<file path="config.mk">
export PLATFORM = sky130hd
export DESIGN_NAME = timer_counter
export DESIGN_NICKNAME = d
export VERILOG_FILES = /design/src/rtl/timer_pkg.sv /design/src/rtl/bcd_digit.sv /design/src/rtl/timer_counter.sv
export SDC_FILE = /design/constraint.sdc
export NUM_CORES = 1
export LEC_CHECK = 0
export BUFFER_PORTS_ARGS = -buffer_cell sky130_fd_sc_hd__buf_2
export CAP_MARGIN = 40
export CORE_MARGIN = 1.5
export CORE_UTILIZATION = 45
export DETAILED_ROUTE_END_ITERATION = 8
export HOLD_SLACK_MARGIN = 0.05
export SYNTH_ARGS = -nofsm -noshare
export SYNTH_HDL_FRONTEND = slang
export SYNTH_SLANG_ARGS = --single-unit
</file>
<file path="constraint.sdc">
create_clock -name clk -period 5.2 [get_ports clk]
set_input_delay 0.26 -clock clk [delete_from_list [all_inputs] [get_ports clk]]
set_output_delay 0.26 -clock clk [all_outputs]
set_load 0.005 [all_outputs]
</file>
<file path="src/rtl/timer_pkg.sv">
// Shared constants for the MM:SS countdown timer.
// Digit limits and digit-select encodings.
package timer_pkg;

  localparam logic [3:0] UNITS_MAX = 4'd9;
  localparam logic [3:0] TENS_MAX  = 4'd5;

  typedef enum logic [1:0] {
    SEL_SEGS0 = 2'd0,
    SEL_SEGS1 = 2'd1,
    SEL_MINS0 = 2'd2,
    SEL_MINS1 = 2'd3
  } sel_e;

endpackage

</file>
<file path="src/rtl/bcd_digit.sv">
// One wrapping BCD digit, 0..MAX.
// Borrow is raised on a decrement taken at zero.
module bcd_digit
  import timer_pkg::*;
#(
  parameter logic [3:0] MAX = UNITS_MAX
) (
  input  logic       clk,
  input  logic       reset,
  input  logic       inc,
  input  logic       dec,
  output logic [3:0] value,
  output logic       borrow
);

  logic [3:0] value_q, value_d;

  always_comb begin
    value_d = value_q;
    if (inc && !dec) begin
      value_d = (value_q >= MAX) ? 4'd0 : value_q + 4'd1;
    end else if (dec && !inc) begin
      value_d = (value_q == 4'd0 || value_q > MAX) ? MAX
                                                    : value_q - 4'd1;
    end
  end

  always_ff @(posedge clk or negedge reset) begin
    if (!reset) value_q <= 4'd0;
    else        value_q <= value_d;
  end

  assign value  = value_q;
  assign borrow = dec && !inc && (value_q == 4'd0);

endmodule

</file>
<file path="src/rtl/timer_counter.sv">
// MM:SS countdown timer with button digit setting.
// One-second prescaler drives a BCD borrow chain.
module timer_counter
  import timer_pkg::*;
#(
  parameter int CLK_HZ = 100_000_000
) (
  input  logic       clk,
  input  logic       reset,
  input  logic       i_run,
  input  logic [1:0] i_choose,
  input  logic       i_B_U,
  input  logic       i_B_D,
  output logic [3:0] o_mins1,
  output logic [3:0] o_mins0,
  output logic [3:0] o_segs1,
  output logic [3:0] o_segs0,
  output logic       o_zero,
  output logic       o_tick
);

  localparam int CW = (CLK_HZ > 1) ? $clog2(CLK_HZ) : 1;
  localparam logic [CW-1:0] LAST = CW'(CLK_HZ - 1);

  logic [CW-1:0] cnt_q, cnt_d;
  logic          bu_q, bu_d;
  logic          bd_q, bd_d;
  logic          armed_q, armed_d;
  logic          tick_q, tick_d;

  logic       up_e, dn_e, set_up, set_dn;
  logic       tick, step;
  logic [3:0] sel_oh;
  logic [3:0] inc, dec, brw;

  // First clock after reset only samples levels, so held buttons
  // never count as a press.
  assign up_e   = armed_q && i_B_U && !bu_q;
  assign dn_e   = armed_q && i_B_D && !bd_q;
  assign set_up = !i_run && up_e && !dn_e;
  assign set_dn = !i_run && dn_e && !up_e;

  assign tick = i_run && (cnt_q == LAST);
  assign step = tick && !o_zero;

  always_comb begin
    sel_oh = 4'b0000;
    unique case (i_choose)
      SEL_SEGS0: sel_oh = 4'b0001;
      SEL_SEGS1: sel_oh = 4'b0010;
      SEL_MINS0: sel_oh = 4'b0100;
      SEL_MINS1: sel_oh = 4'b1000;
      default:   sel_oh = 4'b0000;
    endcase
  end

  always_comb begin
    inc    = {4{set_up}} & sel_oh;
    dec[0] = (set_dn && sel_oh[0]) || step;
    dec[1] = (set_dn && sel_oh[1]) || (step && brw[0]);
    dec[2] = (set_dn && sel_oh[2]) || (step && brw[1]);
    dec[3] = (set_dn && sel_oh[3]) || (step && brw[2]);
  end

  always_comb begin
    cnt_d   = cnt_q;
    bu_d    = i_B_U;
    bd_d    = i_B_D;
    armed_d = 1'b1;
    tick_d  = tick;
    if (!i_run || cnt_q == LAST) cnt_d = '0;
    else                         cnt_d = cnt_q + 1'b1;
  end

  always_ff @(posedge clk or negedge reset) begin
    if (!reset) begin
      cnt_q   <= '0;
      bu_q    <= 1'b0;
      bd_q    <= 1'b0;
      armed_q <= 1'b0;
      tick_q  <= 1'b0;
    end else begin
      cnt_q   <= cnt_d;
      bu_q    <= bu_d;
      bd_q    <= bd_d;
      armed_q <= armed_d;
      tick_q  <= tick_d;
    end
  end

  bcd_digit #(.MAX(UNITS_MAX)) u_segs0 (
    .clk(clk), .reset(reset), .inc(inc[0]), .dec(dec[0]),
    .value(o_segs0), .borrow(brw[0])
  );

  bcd_digit #(.MAX(TENS_MAX)) u_segs1 (
    .clk(clk), .reset(reset), .inc(inc[1]), .dec(dec[1]),
    .value(o_segs1), .borrow(brw[1])
  );

  bcd_digit #(.MAX(UNITS_MAX)) u_mins0 (
    .clk(clk), .reset(reset), .inc(inc[2]), .dec(dec[2]),
    .value(o_mins0), .borrow(brw[2])
  );

  bcd_digit #(.MAX(TENS_MAX)) u_mins1 (
    .clk(clk), .reset(reset), .inc(inc[3]), .dec(dec[3]),
    .value(o_mins1), .borrow(brw[3])
  );

  assign o_zero = (o_mins1 == 4'd0) && (o_mins0 == 4'd0) &&
                  (o_segs1 == 4'd0) && (o_segs0 == 4'd0);
  assign o_tick = tick_q;

endmodule

</file>
==> summary.md <==
| Metric | Value |
|---|---|
| Total length of routed wires | 7074 um |
| Class of the tightest hold or removal check | primary input to register |
| Crit path largest cell delay | 0.48 ns |
| Final period demand of the worst path | 4.579 ns |
| First-pass GRT wire length | 11970 um |
| Max Clock Freq | 218.4 MHz |
| Slew at the pin with the worst max-slew slack | 0.6266 ns |
| Residual overflow from global routing | 0 |
| Average routed wire per standard cell | 14.59 um |
| DRC errors left | 0 |
| Critical path data required time | 5.43 ns |
| Library cell with the highest instance count after synthesis | dfrtp_1 |
| Post-CTS Resized | 0 |
| Number of max-capacitance violations reported | 0 |
| Reg2Reg Capture Point | u_mins1.value[2] |
| Total clock sinks | 47 |
| Worst Reg2Reg Path Length in Cells | 21 |
| Synthesis-to-finish area growth | 9.771% |
| Count of different cell masters after synthesis | 58 |
| Crit Path Class | register to register |
| Residual antenna-violating net count after detailed routing | 0 |
| Clock Tree Buf Depth | 2 |
| Ratio of cells with drive above 1 in the final layout | 0.1388 |
| TNS Setup | 0 ns |
| Via-to-Cell Ratio | 5.742 |
| Ratio of final minimum period to clock period | 0.8806 |
| Metal3 WL | 239 um |
| Final Hold Violating Endpoints | 0 |
| Critical hold path startpoint | i_B_D |
| Average cell area after synthesis | 8.860 um2 |
| Max-slew violation count | 0 |
| Total number of vias | 2785 |
| Std-Cell Core Area | 6907 um2 |
| Count of port buffers added during placement | 24 |
| Top area cells in the synthesized netlist | dfrtp_1, ha_1, a21oi_1, nor2_1, nand3_1 |
| Crit path max fanout | 9 |
| Launching element of the worst setup path | u_segs0.value[0] |
| I/O pin cnt | 25 |
| Syn nets | 400 |
| Post-synthesis instance area | 3278 um2 |
| Die outline area | 7806 um2 |
| Most frequent cells after synthesis | dfrtp_1, nor2_1, a21oi_1 |
| Number of antenna violations at the first check in global routing | 0 |
| Final-report setup violation count | 0 |
| Worst setup timing slack at the placement stage | 0.6413 ns |
| Root buffer selected by CTS | clkbuf_8 |
| First-pass iteration count of the detailed router | 4 |
| Via count of the first global-routing pass | 2608 |
| Placed wire-length estimate after detailed placement | 5145 um |
| Last weighted congestion value of the routability-driven placer | 0.8552 |
| Setup Buffers After CTS | 0 |
| CTS Hold Bufs | 1 |
| Cell area after placement | 3471 um2 |
| Final instance area | 3598 um2 |
| Effective utilization at floorplan | 0.4746 |
| DR top layer | met4 |
| Proportion of register bits with asynchronous set or reset after synthesis | 1.000 |
| Worst setup skew after layout | 0.009769 ns |
| Total of flip-flops plus latches after synthesis | 47 |
| Worst-path cell with the longest stage delay | dfrtp_1 |
| Sequential area share after synthesis | 0.3588 |
| Run status | completed |
| Top delay family on crit path | simple AND/OR/NAND/NOR gates |
| Clock tree from TritonCTS | built |
| Worst VDD drop | 0.0001515 V |
| Overall power consumption | 1.206 mW |
| Setup slack of the critical path after layout | 0.6207 ns |
| Ordered cell list for the critical path | inv_1 -> ha_1 -> nor3b_1 -> nand4_1 -> a31o_2 -> ha_1 -> nand3_1 -> nor2_1 -> a21o_1 -> ha_1 -> nand3_1 -> nor2_1 -> a21o_1 -> ha_1 -> and3_1 -> a31oi_1 -> ha_1 -> or3b_2 -> a31oi_1 -> o21ai_0 -> a21oi_1 |
| Setup repair after global routing missed its margin | no |
| Leak Pwr | 1.545 nW |
| Worst EP arrival | 4.81 ns |
| Relative slew slack | 0.5784 |
| Nets | 418 |
| Min-Delay Path Depth | 1 |
| Global Route Usage Sum | 0.1921 |
| TritonCTS buffer count | 5 |
| Synthesis warning total | 0 |
| Cell count after synthesis | 370 |
| Pwr Density | 335.3 nW/um2 |
| Final core area utilization | 0.5210 |
| DRT iter0 DRCs | 109 |
| Diode insertion count for antenna repair | 0 |
| Endpoint of the worst hold path | bd_q |
| Number of levels in the clock H-tree | 2 |
| Category of the worst setup path capture point | register |
| Setup slack, reg-to-reg | 0.62 ns |
| Core Rows | 30 |
| Layout filler cell count | 659 |
| Number of flops mapped to enable cells by yosys | 0 |
| Main flop type after synthesis | dfrtp_1 |
| Pin count of the biggest net entering global routing | 36 |
| Overall die width | 88.35 um |
| CP Buf/Inv Count | 1 |
| CP startpoint kind | register |
| Crit Reg-Reg Startpoint | u_segs0.value[0] |
| Clock-pin slew reported for the worst setup and hold paths after clock tree synthesis | 0.09 ns |
| Floorplan die height | 88.35 um |
| Dominant cell type by area after synthesis | dfrtp_1 |
| Latest clock arrival within the worst-skew pair | 0.30 ns |
| Met2 WL post-DR | 3255 um |
| Met1 Wirelength | 3533 um |
| Critical path's most frequent cell | ha_1 |
| Top-area cell type share of the netlist area | 0.3588 |
==> cell type report <==
type | count | area (um2) | area share
Clock buffer | 6 | 82.58 | 0.02295
Clock inverter | 2 | 35.03 | 0.009736
Inverter | 23 | 86.33 | 0.02399
Multi-Input combinational cell | 283 | 1926 | 0.5351
Sequential cell | 47 | 1176 | 0.3268
Tap cell | 96 | 120.1 | 0.03338
Timing Repair Buffer | 28 | 172.7 | 0.04798
==> registers in the layout (all words and copies together), names as in the netlist <==
| register | cells |
|---|---|
| cnt_q | 27 |
| u_mins0.value | 4 |
| u_mins1.value | 4 |
| u_segs0.value | 4 |
| u_segs1.value | 4 |
| armed_q | 1 |
| bd_q | 1 |
| bu_q | 1 |
| o_tick | 1 |
==> cell usage in the layout, fill, tap and decap left out, types with 3 or more instances in the layout <==
cell / count
a211oi_1: 8
a21boi_0: 5
a21o_1: 7
a21oi_1: 28
a221oi_1: 7
a31oi_1: 7
and3_1: 7
and4_1: 3
buf_2: 24
clkbuf_8: 6
dfrtp_1: 47
ha_1: 23
inv_1: 23
nand2_1: 12
nand2b_1: 7
nand3_1: 19
nand4_1: 9
nor2_1: 32
nor2b_1: 5
nor3_1: 11
nor3b_1: 5
nor4_1: 7
o21ai_0: 16
o21bai_1: 4
or3_1: 8
or3b_2: 3
xnor2_1: 8
xor2_1: 5
==> how the worst max path moves through the flow <==
stage	to	slack (ns)	cells past startpoint
6_report	u_mins1.value[2]	0.62	21
5_1_grt	u_mins1.value[2]	0.17	21
4_1_cts	u_mins1.value[2]	0.62	21
3_5_place_dp	u_mins1.value[2]	0.64	21
3_3_place_gp	u_mins1.value[2]	0.83	21
2_1_floorplan	u_mins1.value[2]	1.06	21
==> routing by layer <==
metal	track usage	up-vias
met3	0.03078	4
met4	0.05256	0
met5	0	-
li1	-	1400
met1	0.2695	1332
met2	0.3088	49
==> worst register-to-register path, cell delays in order (launching register included) <==
cell and delay, ns:
dfrtp_1 0.48, inv_1 0.13, ha_1 0.16, nor3b_1 0.47
nand4_1 0.27, a31o_2 0.31, ha_1 0.19, nand3_1 0.08
nor2_1 0.05, a21o_1 0.18, ha_1 0.19, nand3_1 0.08
nor2_1 0.05, a21o_1 0.18, ha_1 0.18, and3_1 0.15
a31oi_1 0.18, ha_1 0.33, or3b_2 0.47, a31oi_1 0.16
o21ai_0 0.09, a21oi_1 0.15
==> power breakdown <==
part,internal (mW),switching [mW],total (mW)
clock,0.156,0.124,0.279
sequential,0.415,0.102,0.517
combinational,0.196,0.214,0.410
==> stage by stage <==
stage | hold WS, ns | cells
after global placement | 0.3831 | 474
after floorplan | -0.03559 | 370
after CTS | 0.06206 | 485
after global routing | 0.05755 | 485
after detailed placement | 0.1950 | 476
final | 0.07301 | 485
==> cell families after synthesis <==
kind of cell	Yosys count	synth area share
other	1	0.001144
xor gates and xnor gates	13	0.03473
DFF	47	0.3588
adders and majority gates	23	0.08779
AOI/OAI and AO/OA	98	0.2012
and+or+nand+nor	146	0.2561
muxes	2	0.006488
buffers and inverters	40	0.05381
Note: power is estimated with default switching activity, not from simulation.
